[config.mk]
export PLATFORM = sky130hd
export DESIGN_NAME = hex_scan_display
export DESIGN_NICKNAME = d
export VERILOG_FILES = /design/src/rtl/hex_disp_pkg.sv /design/src/rtl/hex7seg_decoder.sv /design/src/rtl/hex_scan_display.sv
export SDC_FILE = /design/constraint.sdc
export NUM_CORES = 1
export LEC_CHECK = 0
export CORE_MARGIN = 2
export CORE_UTILIZATION = 50
export CTS_CLUSTER_DIAMETER = 150
export CTS_CLUSTER_SIZE = 12
export DETAILED_ROUTE_END_ITERATION = 10
export PLACE_DENSITY = 0.76
export SKIP_CTS_REPAIR_TIMING = 1
export SYNTH_ARGS = -nofsm -noshare
export SYNTH_HDL_FRONTEND = slang
export SYNTH_SLANG_ARGS = --single-unit
[constraint.sdc]
create_clock -name clk -period 3.4 [get_ports clk]
set_input_delay 0.51 -clock clk [delete_from_list [all_inputs] [get_ports clk]]
set_output_delay 0.51 -clock clk [all_outputs]
set_load 0.02 [all_outputs]
[src/rtl/hex_disp_pkg.sv]
// Shared constants and helpers for the multiplexed hexadecimal seven-segment driver.
package hex_disp_pkg;

  localparam int unsigned NUM_DIGITS = 8;
  localparam int unsigned DIGIT_W    = $clog2(NUM_DIGITS);
  localparam int unsigned VALUE_W    = 4 * NUM_DIGITS;
  localparam int unsigned DATA_W     = VALUE_W + 1;

  localparam logic [7:0] SEG_BLANK = 8'hFF;
  localparam logic [7:0] SEG_DASH  = 8'hBF;

  // Active-low {g,f,e,d,c,b,a} patterns for nibbles 0..F
  localparam logic [6:0] HEX_SEG [16] = '{
    7'h40, 7'h79, 7'h24, 7'h30, 7'h19, 7'h12, 7'h02, 7'h78,
    7'h00, 7'h10, 7'h08, 7'h03, 7'h46, 7'h21, 7'h06, 7'h0E
  };

  // Index of the most significant nonzero nibble; 0 for an all-zero value
  function automatic logic [DIGIT_W-1:0] lead_digit(input logic [VALUE_W-1:0] v);
    logic [DIGIT_W-1:0] idx;
    idx = '0;
    for (int k = 0; k < int'(NUM_DIGITS); k++) begin
      if (v[4*k +: 4] != 4'h0) idx = DIGIT_W'(k);
    end
    return idx;
  endfunction

endpackage

[src/rtl/hex7seg_decoder.sv]
// Combinational nibble to active-low seven-segment {g..a} decoder.
module hex7seg_decoder
  import hex_disp_pkg::*;
(
  input  logic [3:0] nib_i,
  output logic [6:0] code_c_o
);

  assign code_c_o = HEX_SEG[nib_i];

endmodule

[src/rtl/hex_scan_display.sv]
// Eight-digit scanned hex display driver with frame-aligned input latching and per-slot blanking.
// Build option: HEX_SCAN_LEAD_ZERO_BLANK_EN enables leading-zero suppression.
module hex_scan_display
  import hex_disp_pkg::*;
#(
  parameter int unsigned SCAN_DIV  = 100000,
  parameter int unsigned BLANK_CYC = 16
) (
  input  logic                clk,
  input  logic                Rst,
  input  logic [DATA_W-1:0]   data,
  output logic [DIGIT_W-1:0]  which,
  output logic [7:0]          seg
);

  localparam int unsigned PW = (SCAN_DIV > 1) ? $clog2(SCAN_DIV) : 1;

  logic [PW-1:0]      pcnt_q,  pcnt_d;
  logic [DIGIT_W-1:0] which_q, which_d;
  logic [DATA_W-1:0]  shd_q,   shd_d;
  logic [7:0]         seg_q,   seg_d;

  logic               tick_c;
  logic               frame_end_c;
  logic [VALUE_W-1:0] val_c;
  logic [3:0]         nib_c;
  logic [6:0]         code_c;
  logic               digit_on_c;

  hex7seg_decoder u_dec (
    .nib_i    (nib_c),
    .code_c_o (code_c)
  );

  // Output is computed from next-state values so seg and which leave the flops together
  always_comb begin
    tick_c      = (pcnt_q == PW'(SCAN_DIV - 1));
    frame_end_c = tick_c && (which_q == DIGIT_W'(NUM_DIGITS - 1));
    pcnt_d      = tick_c ? '0 : pcnt_q + PW'(1);
    which_d     = tick_c ? which_q + DIGIT_W'(1) : which_q;
    shd_d       = frame_end_c ? data : shd_q;
    val_c       = shd_d[DATA_W-1:1];
    nib_c       = val_c[{which_d, 2'b00} +: 4];
`ifdef HEX_SCAN_LEAD_ZERO_BLANK_EN
    digit_on_c  = (which_d <= lead_digit(val_c));
`else
    digit_on_c  = 1'b1;
`endif
    seg_d       = {1'b1, code_c};
    if (32'(pcnt_d) < BLANK_CYC) begin
      seg_d = SEG_BLANK;
    end else if (!shd_d[0]) begin
      seg_d = SEG_DASH;
    end else if (!digit_on_c) begin
      seg_d = SEG_BLANK;
    end
  end

  always_ff @(posedge clk) begin
    if (Rst) begin
      pcnt_q  <= '0;
      which_q <= '0;
      shd_q   <= '0;
      seg_q   <= SEG_BLANK;
    end else begin
      pcnt_q  <= pcnt_d;
      which_q <= which_d;
      shd_q   <= shd_d;
      seg_q   <= seg_d;
    end
  end

  assign which = which_q;
  assign seg   = seg_q;

endmodule

==> flow_summary.toml, run 1 <==
[critical_path]
crit_buf_inv = 2
crit_chain = "or4b_4, nor4_4, buf_4, mux2_2, a31oi_1, o211a_1, o32a_1, inv_1, ha_1, mux2i_1, o22ai_1, a211o_1"
path_class = "flop to flop"
worstPathRequired_ns = 3.64
start_kind = "flop"
cpPeakStageDelay_ns = 0.55
cp-end-kind = "flop"
crit_slowest_cell = "or4b_4"
cp_top_family = "compound AO/OA/AOI/OAI gates"
rrSetupSlack_ns = 0.15
cp_max_fo = 5
arrival_ns = 3.49

[floorplan]
die_area_sq_um = 7820
start_util = 0.521
core_area_sq_um = 6830
die_w_um = 88.4
io_pins = 46
die_h_um = 88.4
num_rows = 30

[grt]
grt_busiest_layer = "met2"
grt_max_degree = 39
grt_pass1_wl_um = 13500
antenna_found_initial = 0
grt_pass1_vias = 2930
grt-ovfl-total = 0
met2_usage = 0.377
track_usage = 0.224
grtUsageMet1 = 0.285
grt_use_met3 = 0.0569

[clocking]
clkLatencyLatePin_ns = 0.35
numCtsBuffers = 9
cts_num_sinks = 60
cts_root_buf = "clkbuf_8"
clock_path_buffers = 2
cts_tree = "done"
htree_levels = 3
clk_pin_slew_worst_paths_ns = 0.08

[logic_synthesis]
synthesis.area_sq_um = 3560
netlist-cell-type-count = 52
yosysSeqAreaShare = 0.337
syn_inst = 411
async_flop_share = 0
synth-seq-cells = 60
synth-main-ff-cell = "dfxtp_1"
yosysWarnings = 0
synth.avg_cell_area_sq_um = 8.67
synthesis.nets = 455
synth_edf_count = 0

[cells_and_area]
area_delta_synth_final_pct = 22.5
multiInputGateArea_sq_um = 2210
drive_above_1_share = 0.167
nets = 501
diodes = 0
ff_latch_area_sq_um = 1200
num-fill-cells = 604

[pwr]
vdd_drop_max_uv = 205
cellLeakagePower_nw = 1.49
power.density_nw_per_um2 = 308

[run_status]
outcome = "finished clean"

[timing]
max_slew_margin = 0.269
setup_slack_ns = 0.148
skew_ns = 0.00950
period_minus_slack_ns = 3.25
max_slew.worst_pin.slew_ns = 1.09
tns_ns = 0
hold_viol = 0
setup_violations = 0
fin_crit_sh = 0.957
rsz0062_at_grt = "no"
fmaxAchievable_mhz = 307
slew_viol_final = 0

[detailed_routing]
vias_per_cell = 5.59
num_vias = 3122
totalWireLength_um = 8160
dr.pass1.iters = 4
ant_nets = 0
drc_errors = 0
drt-initial-drc-count = 109
wire_per_inst_um = 14.6

[placement]
pre_cts_ws_ns = 0.161
place.gp.congestion = 0.879
dpl.hpwl_um = 5850
portBuffers = 44

[run]
maxCapViolCount = 0

[min_path]
hold_class = "flop to flop"
==> power by group <==
group	leakage (nW)	internal, mW	switching, mW
logic	0.923	0.0398	0.0259
clock network	0.0814	0.265	0.306
registers	0.484	0.705	0.00312
total	1.49	1.01	0.335
==> cell usage in the layout, fill, tap and decap left out, types with 2 or more instances in the layout <==
cell             Yosys  routed
nand2_1             78      78
dfxtp_1             60      59
clkdlybuf4s50_1      0      44
a21oi_1             38      38
nor2_1              31      31
mux2i_1             22      21
buf_4                1      20
mux4_2              15      15
xnor2_1             15      15
mux2_2              13      13
nor3_1              10      10
ha_1                 9       9
clkbuf_8             0       9
inv_1                8       8
o21ai_0              8       8
a31oi_1              8       7
nand3_1              6       6
and3_1               4       4
and2_1               4       4
xor2_1               4       4
nor4_1               3       3
or3_1                3       3
o221ai_1             3       3
clkinv_4             0       3
clkinvlp_4           0       3
or4b_4               1       2
nand4b_1             2       2
nand3b_1             2       2
a211oi_2             1       2
o211a_1              2       2
o211ai_1             2       2
nor3b_1              2       2
a211o_1              2       2
a211oi_1             3       2
a21o_1               2       2
nand2b_1             2       2
o21ai_1              2       2
==> path summary, 6_finish.rpt <==
| check | startpoint | endpoint | depth (start not counted) |
|---|---|---|---|
| setup / recovery | pcnt_q[14] | seg[6] | 12 |
| hold reg to reg | pcnt_q[0] | pcnt_q[0] | 1 |
| hold / removal | pcnt_q[0] | pcnt_q[0] | 1 |
| setup reg to reg | pcnt_q[14] | seg[6] | 12 |
==> worst register-to-register path, cell delays in order, from the launching register on <==
cell and delay, ns:
dfxtp_1 0.35, or4b_4 0.55, nor4_4 0.27, buf_4 0.19, mux2_2 0.38, a31oi_1 0.16, o211a_1 0.16, o32a_1 0.22
inv_1 0.10, ha_1 0.22, mux2i_1 0.13, o22ai_1 0.09, a211o_1 0.32
==> kinds of logic (layout without fill, tap and decap cells) <==
logic type,count (synthesis),count (layout),synth area share
simple gates,157,157,0.209
compound gates,76,76,0.130
flops,60,60,0.337
mux,50,50,0.198
buf+inv,39,90,0.0474
xor+xnor,19,19,0.0467
fa+ha+maj,9,9,0.0316
other cells,1,1,0.00105
==> routing by layer <==
| metal | share of wire | vias to the layer above |
|---|---|---|
| li1 | - | 1546 |
| met1 | 0.44 | 1493 |
| met2 | 0.50 | 75 |
| met3 | 0.046 | 8 |
| met4 | 0.011 | 0 |
| met5 | 0 | - |
==> cell usage after synthesis (2+ instances only) <==
library cell	instances	area share
a21o_1	2	0.0042
nand2_1	78	0.082
buf_2	3	0.0042
a211oi_1	3	0.0063
dfxtp_1	60	0.34
a21oi_1	38	0.053
nand2b_1	2	0.0035
xor2_1	4	0.0098
nor2_1	31	0.033
nor3_1	10	0.014
or3_1	3	0.0053
o221ai_1	3	0.0074
o211a_1	2	0.0056
mux4_2	15	0.095
buf_6	2	0.0063
nor4_1	3	0.0053
and2_1	4	0.0070
inv_1	8	0.0084
mux2i_1	22	0.062
o21ai_1	2	0.0028
o21ai_0	8	0.011
xnor2_1	15	0.037
a211o_1	2	0.0049
nor3b_1	2	0.0042
nand4b_1	2	0.0049
ha_1	9	0.032
nand3_1	6	0.0084
nand3b_1	2	0.0042
a31oi_1	8	0.014
clkbuf_1	24	0.025
mux2_2	13	0.041
o211ai_1	2	0.0042
and3_1	4	0.0070
==> metrics by stage <==
step | utilization | hold slack, ns | power, mW | cells | area [sq um]
floorplan | - | 0.425 | 0.742 | 411 | 3570
global placement | 0.608 | 0.435 | 0.790 | 541 | 4150
detailed placement | 0.608 | 0.447 | 0.791 | 541 | 4150
CTS | 0.634 | 0.464 | 1.37 | 557 | 4330
global route | 0.639 | 0.486 | 1.40 | 558 | 4360
finish | 0.639 | 0.462 | 1.35 | 558 | 4360
==> state kept, by name, indices dropped and copies added, names as in the netlist <==
register,flops
shd_q,33
pcnt_q,17
seg,7
which,3
==> layout make-up <==
type                       instances  share of cell area
clock buffer                       9              0.0284
clock inverter                     7              0.0123
inverter                           8             0.00688
multi-input combinational        312               0.507
sequential                        60               0.276
tap                               96              0.0275
timing repair buffer              66               0.142
Power figures use the tool's default switching activity.
==> run 2: changes to the inputs <==
MAX_ROUTING_LAYER = met4   (was unset)
SLEW_MARGIN = 20   (was unset)
==> run 2 against run 1 <==
  * Sequential share of layout area did not move
  * Fmax fell by 0.16%
  * First-iteration DRC count rose by 15%
  * Utilization did not move
  * Highest routed layer unchanged
  * Largest cell class unchanged
  * Register-to-register slack barely moved
  * Power barely moved
  * Clock power barely moved
  * Clock skew fell by 0.00050 ns
  * Count of clock-buffer cells in the layout did not move
  * Non-clock buffer count did not move
==> flow_summary.toml, run 2 (same netlist as run 1, synthesis figures left out) <==
[cells_and_area]
drive_above_1_share = 0.167
fin_area_sq_um = 4360
nets = 501
area_delta_synth_final_pct = 22.5
diodes = 0
num-fill-cells = 604
layout_common_cells = "nand2_1, dfxtp_1, clkdlybuf4s50_1"
largest_reg_flops = 33
layout_commonest_cell = "nand2_1"
regMostFlops = "shd_q"
final-instance-count-excl-fill = 558

[grt]
grt_pass1_vias = 2929
track_usage = 0.231
grt_pass1_wl_um = 13500
grt-ovfl-total = 0
grt_max_degree = 39
antenna_found_initial = 0

[timing]
setup_violations = 0
fmaxAchievable_mhz = 307
fin_crit_sh = 0.958
rsz0062_at_grt = "no"
hold_viol = 0
slew_viol_final = 0
max_slew.worst_pin.slew_ns = 1.06
skew_ns = 0.00900
tns_ns = 0
max_slew_margin = 0.292
period_minus_slack_ns = 3.26

[placement]
portBuffers = 44
dp_cells = 541
placed_cell_area_sq_um = 4150
dpl.hpwl_um = 5850
place.gp.congestion = 0.893

[detailed_routing]
dr.pass1.iters = 4
drc_errors = 0
wire_per_inst_um = 14.6
vias_per_cell = 5.52
num_vias = 3081
drt-initial-drc-count = 125
ant_nets = 0
totalWireLength_um = 8150

[critical_path]
cp_max_fo = 5
crit_chain = "or4b_4, nor4_4, buf_4, mux2_2, a31oi_1, o211a_1, o32a_1, inv_1, ha_1, mux2i_1, o22ai_1, a211o_1"
worstPathRequired_ns = 3.64
rr_startpoint = "pcnt_q[14]"
start_kind = "flop"
reg2reg_depth = 12
reg2reg_to = "seg[6]"
arrival_ns = 3.50
path_class = "flop to flop"
crit_slowest_cell = "or4b_4"
cp-end-kind = "flop"
rrSetupSlack_ns = 0.14
cpPeakStageDelay_ns = 0.54

[pwr]
power.density_nw_per_um2 = 308
power_mw = 1.34
cellLeakagePower_nw = 1.49
vdd_drop_max_uv = 204

[clocking]
cts_root_buf = "clkbuf_8"
numCtsBuffers = 9
htree_levels = 3
clock_path_buffers = 2
clk_pin_slew_worst_paths_ns = 0.08
cts_tree = "done"
cts_num_sinks = 60
clkLatencyLatePin_ns = 0.35

[run]
maxCapViolCount = 0

[floorplan]
core_area_sq_um = 6830
io_pins = 46
start_util = 0.521
die_w_um = 88.4
die_area_sq_um = 7820
num_rows = 30
die_h_um = 88.4

[min_path]
hold_path.startpoint = "pcnt_q[0]"
hold_end = "pcnt_q[0]"
hold_depth = 1
hold_class = "flop to flop"

[run_status]
outcome = "finished clean"
-- run 2: cell counts in the layout (fill, tap and decap cells not counted) --
No cell type changed its count.
-- run 2: cell type report --
cell class	count	area, sq um	area share
Sequential cell	60	1200	0.276
Tap cell	96	120	0.0275
Multi-Input combinational cell	312	2210	0.507
Inverter	8	30.0	0.00688
Timing Repair Buffer	66	622	0.142
Clock buffer	9	124	0.0284
Clock inverter	7	53.8	0.0123
-- run 2: layer usage --
| metal | wire length [um] | share of wire | track usage | vias to the layer above |
|---|---|---|---|---|
| li1 | - | - | - | 1547 |
| met1 | 3600 | 0.44 | 0.284 | 1448 |
| met2 | 4080 | 0.50 | 0.379 | 78 |
| met3 | 387 | 0.047 | 0.0569 | 8 |
| met4 | 84 | 0.010 | 0.0634 | 0 |
| met5 | 0 | 0 | - | - |
-- run 2: metrics by stage --
stage | hold slack, ns | setup WS [ns] | util
2_1_floorplan | 0.425 | 0.00899 | -
4_1_cts | 0.464 | 0.157 | 0.634
3_5_place_dp | 0.447 | 0.161 | 0.608
5_1_grt | 0.486 | 0.00651 | 0.639
3_3_place_gp | 0.435 | 0.217 | 0.608
6_report | 0.462 | 0.143 | 0.639
-- run 2: worst max-delay path by stage --
stage / startpoint / end / depth (start not counted)
floorplan: which[1] / seg[0] / 12
global placement: pcnt_q[8] / seg[6] / 8
detailed placement: pcnt_q[8] / seg[6] / 8
CTS: pcnt_q[8] / seg[6] / 8
global route: pcnt_q[14] / seg[6] / 12
finish: pcnt_q[14] / seg[6] / 12
-- run 2: report_power, final --
group	switching, mW	internal, mW	total [mW]	leakage (nW)
combinational	0.0260	0.0398	0.0658	0.923
sequential	0.00317	0.705	0.709	0.484
clock	0.305	0.265	0.571	0.0814
-- run 2: critical path, delay by kind of cell, from the launching register on --
family / cells / cell delay, ns
buffers and inverters: 2 / 0.29
adder cells (fa/ha/maj): 1 / 0.22
AO/OA/AOI/OAI: 5 / 0.95
AND/OR/NAND/NOR: 2 / 0.81
flip-flops: 1 / 0.35
multiplexers: 2 / 0.52
==> RTL edit (flow settings as in run 2) <==
The option `HEX_SCAN_LEAD_ZERO_BLANK_EN` is turned on by a define.
--- a/src/rtl/hex_scan_display.sv
+++ b/src/rtl/hex_scan_display.sv
@@ -1,4 +1,6 @@
 // Eight-digit scanned hex display driver with frame-aligned input latching and per-slot blanking.
 // Build option: HEX_SCAN_LEAD_ZERO_BLANK_EN enables leading-zero suppression.
+`define HEX_SCAN_LEAD_ZERO_BLANK_EN
+
 module hex_scan_display
   import hex_disp_pkg::*;
Check against the original RTL: no difference found for any inputs over 10 cycles, from zero or initial values and one cycle with Rst high; that may be too few to reach the edited logic, so the function may still have changed.
==> RTL edit against run 2 <==
Wire length increased by 36%; worst hold slack gained 0.0083 ns; clock power grew 0.7%; clock skew down 0.0017 ns; cell area is 17% higher; setup slack worse by 0.080 ns; total power up 1.7%; first-iteration DRC count rose to 2.9 times the old value; area after synthesis grew 13%; non-clock buffer count increased by 36; cell count is 16% higher; synthesized cell count up 13%; sequential cell count unchanged; critical path type unchanged; largest cell class unchanged; largest power group unchanged.
==> RTL edit: results (changes against run 2) <==
stage;metric;value;unit;change
setup_path;WP data arrival;3.57;ns;+0.07 ns
grt;met1 Use GR;34.8;%;+6.3 points
cells_and_area;fillers;627;;+3.8%
grt;vias in the first global route;3526;;+20%
power;Peak VDD IR;184;uV;-10%
grt;global routing met2 resource utilization;40.5;%;+2.6 points
placement;Post-DP Area;4790;um^2;+15%
placement;dpl cells;628;;+16%
detailed_routing;Iter 0 DRT Violations;361;;+190%
power;static leakage;1.86;nW;+25%
yosys;Compound-Gate Fraction of Synth Area;15.1;%;+2.2 points
yosys;commonest cells in the netlist;87 x nand2_1, 60 x dfxtp_1, 45 x a21oi_1, 37 x nor2_1, 18 x mux2i_1;;
min_path;Hold Startpoint;shd_q[1]$_SDFF_PP0_;;
detailed_routing;met1 WL;4810;um;+34%
setup_path;Reg2Reg Setup Slack;0.06;ns;-0.08 ns
outcome;status;finished, final reports clean;;
placement;pre-CTS WS;-0.169;ns;-0.330 ns
timing;clock skew;0.00734;ns;-0.00166 ns
yosys;Gate Count Post-Synth;463;;+13%
detailed_routing;Pre-antenna DRT Iters;5;;+1
grt;met3 Resource Use GR;3.93;%;-1.8 points
timing;Slew @ Worst Pin;0.789;ns;-0.270 ns
grt;largest net degree at the start of global routing;41;;+5.1%
yosys;top-area cell type share of the netlist area;29.9;%;-3.9 points
setup_path;critical path's top delay family;simple AND/OR/NAND/NOR gates;;
[RTL edit: cell types whose count changed in the layout (fill, tap and decap cells not counted), moves of 4 or more]
| cell | delta |
|---|---|
| buf_4 | +35 |
| nor2_1 | +6 |
| o21ai_1 | +4 |
| mux2_2 | -6 |
| nand2_1 | +6 |
| mux2i_1 | -5 |
| nor4_1 | +5 |
| or4_1 | +6 |
| a21oi_2 | +7 |
| a31oi_1 | -6 |
| nand3_1 | +7 |
[RTL edit: area by class of cell]
| class | instances | area, um^2 | share of cell area, % |
|---|---|---|---|
| multi-input cells | 362 | 2690 | 52.6 |
| flip-flops and latches | 60 | 1210 | 23.6 |
| repair buffers | 102 | 887 | 17.4 |
| clock buffers | 13 | 159 | 3.11 |
| well taps | 102 | 128 | 2.50 |
| inverters | 9 | 35.0 | 0.685 |
| clock inverters | 2 | 10.0 | 0.196 |
[RTL edit: report_power, final]
group	switching (mW)	internal [mW]
combinational	0.0366	0.0478
sequential	0.00239	0.706
clock	0.277	0.298
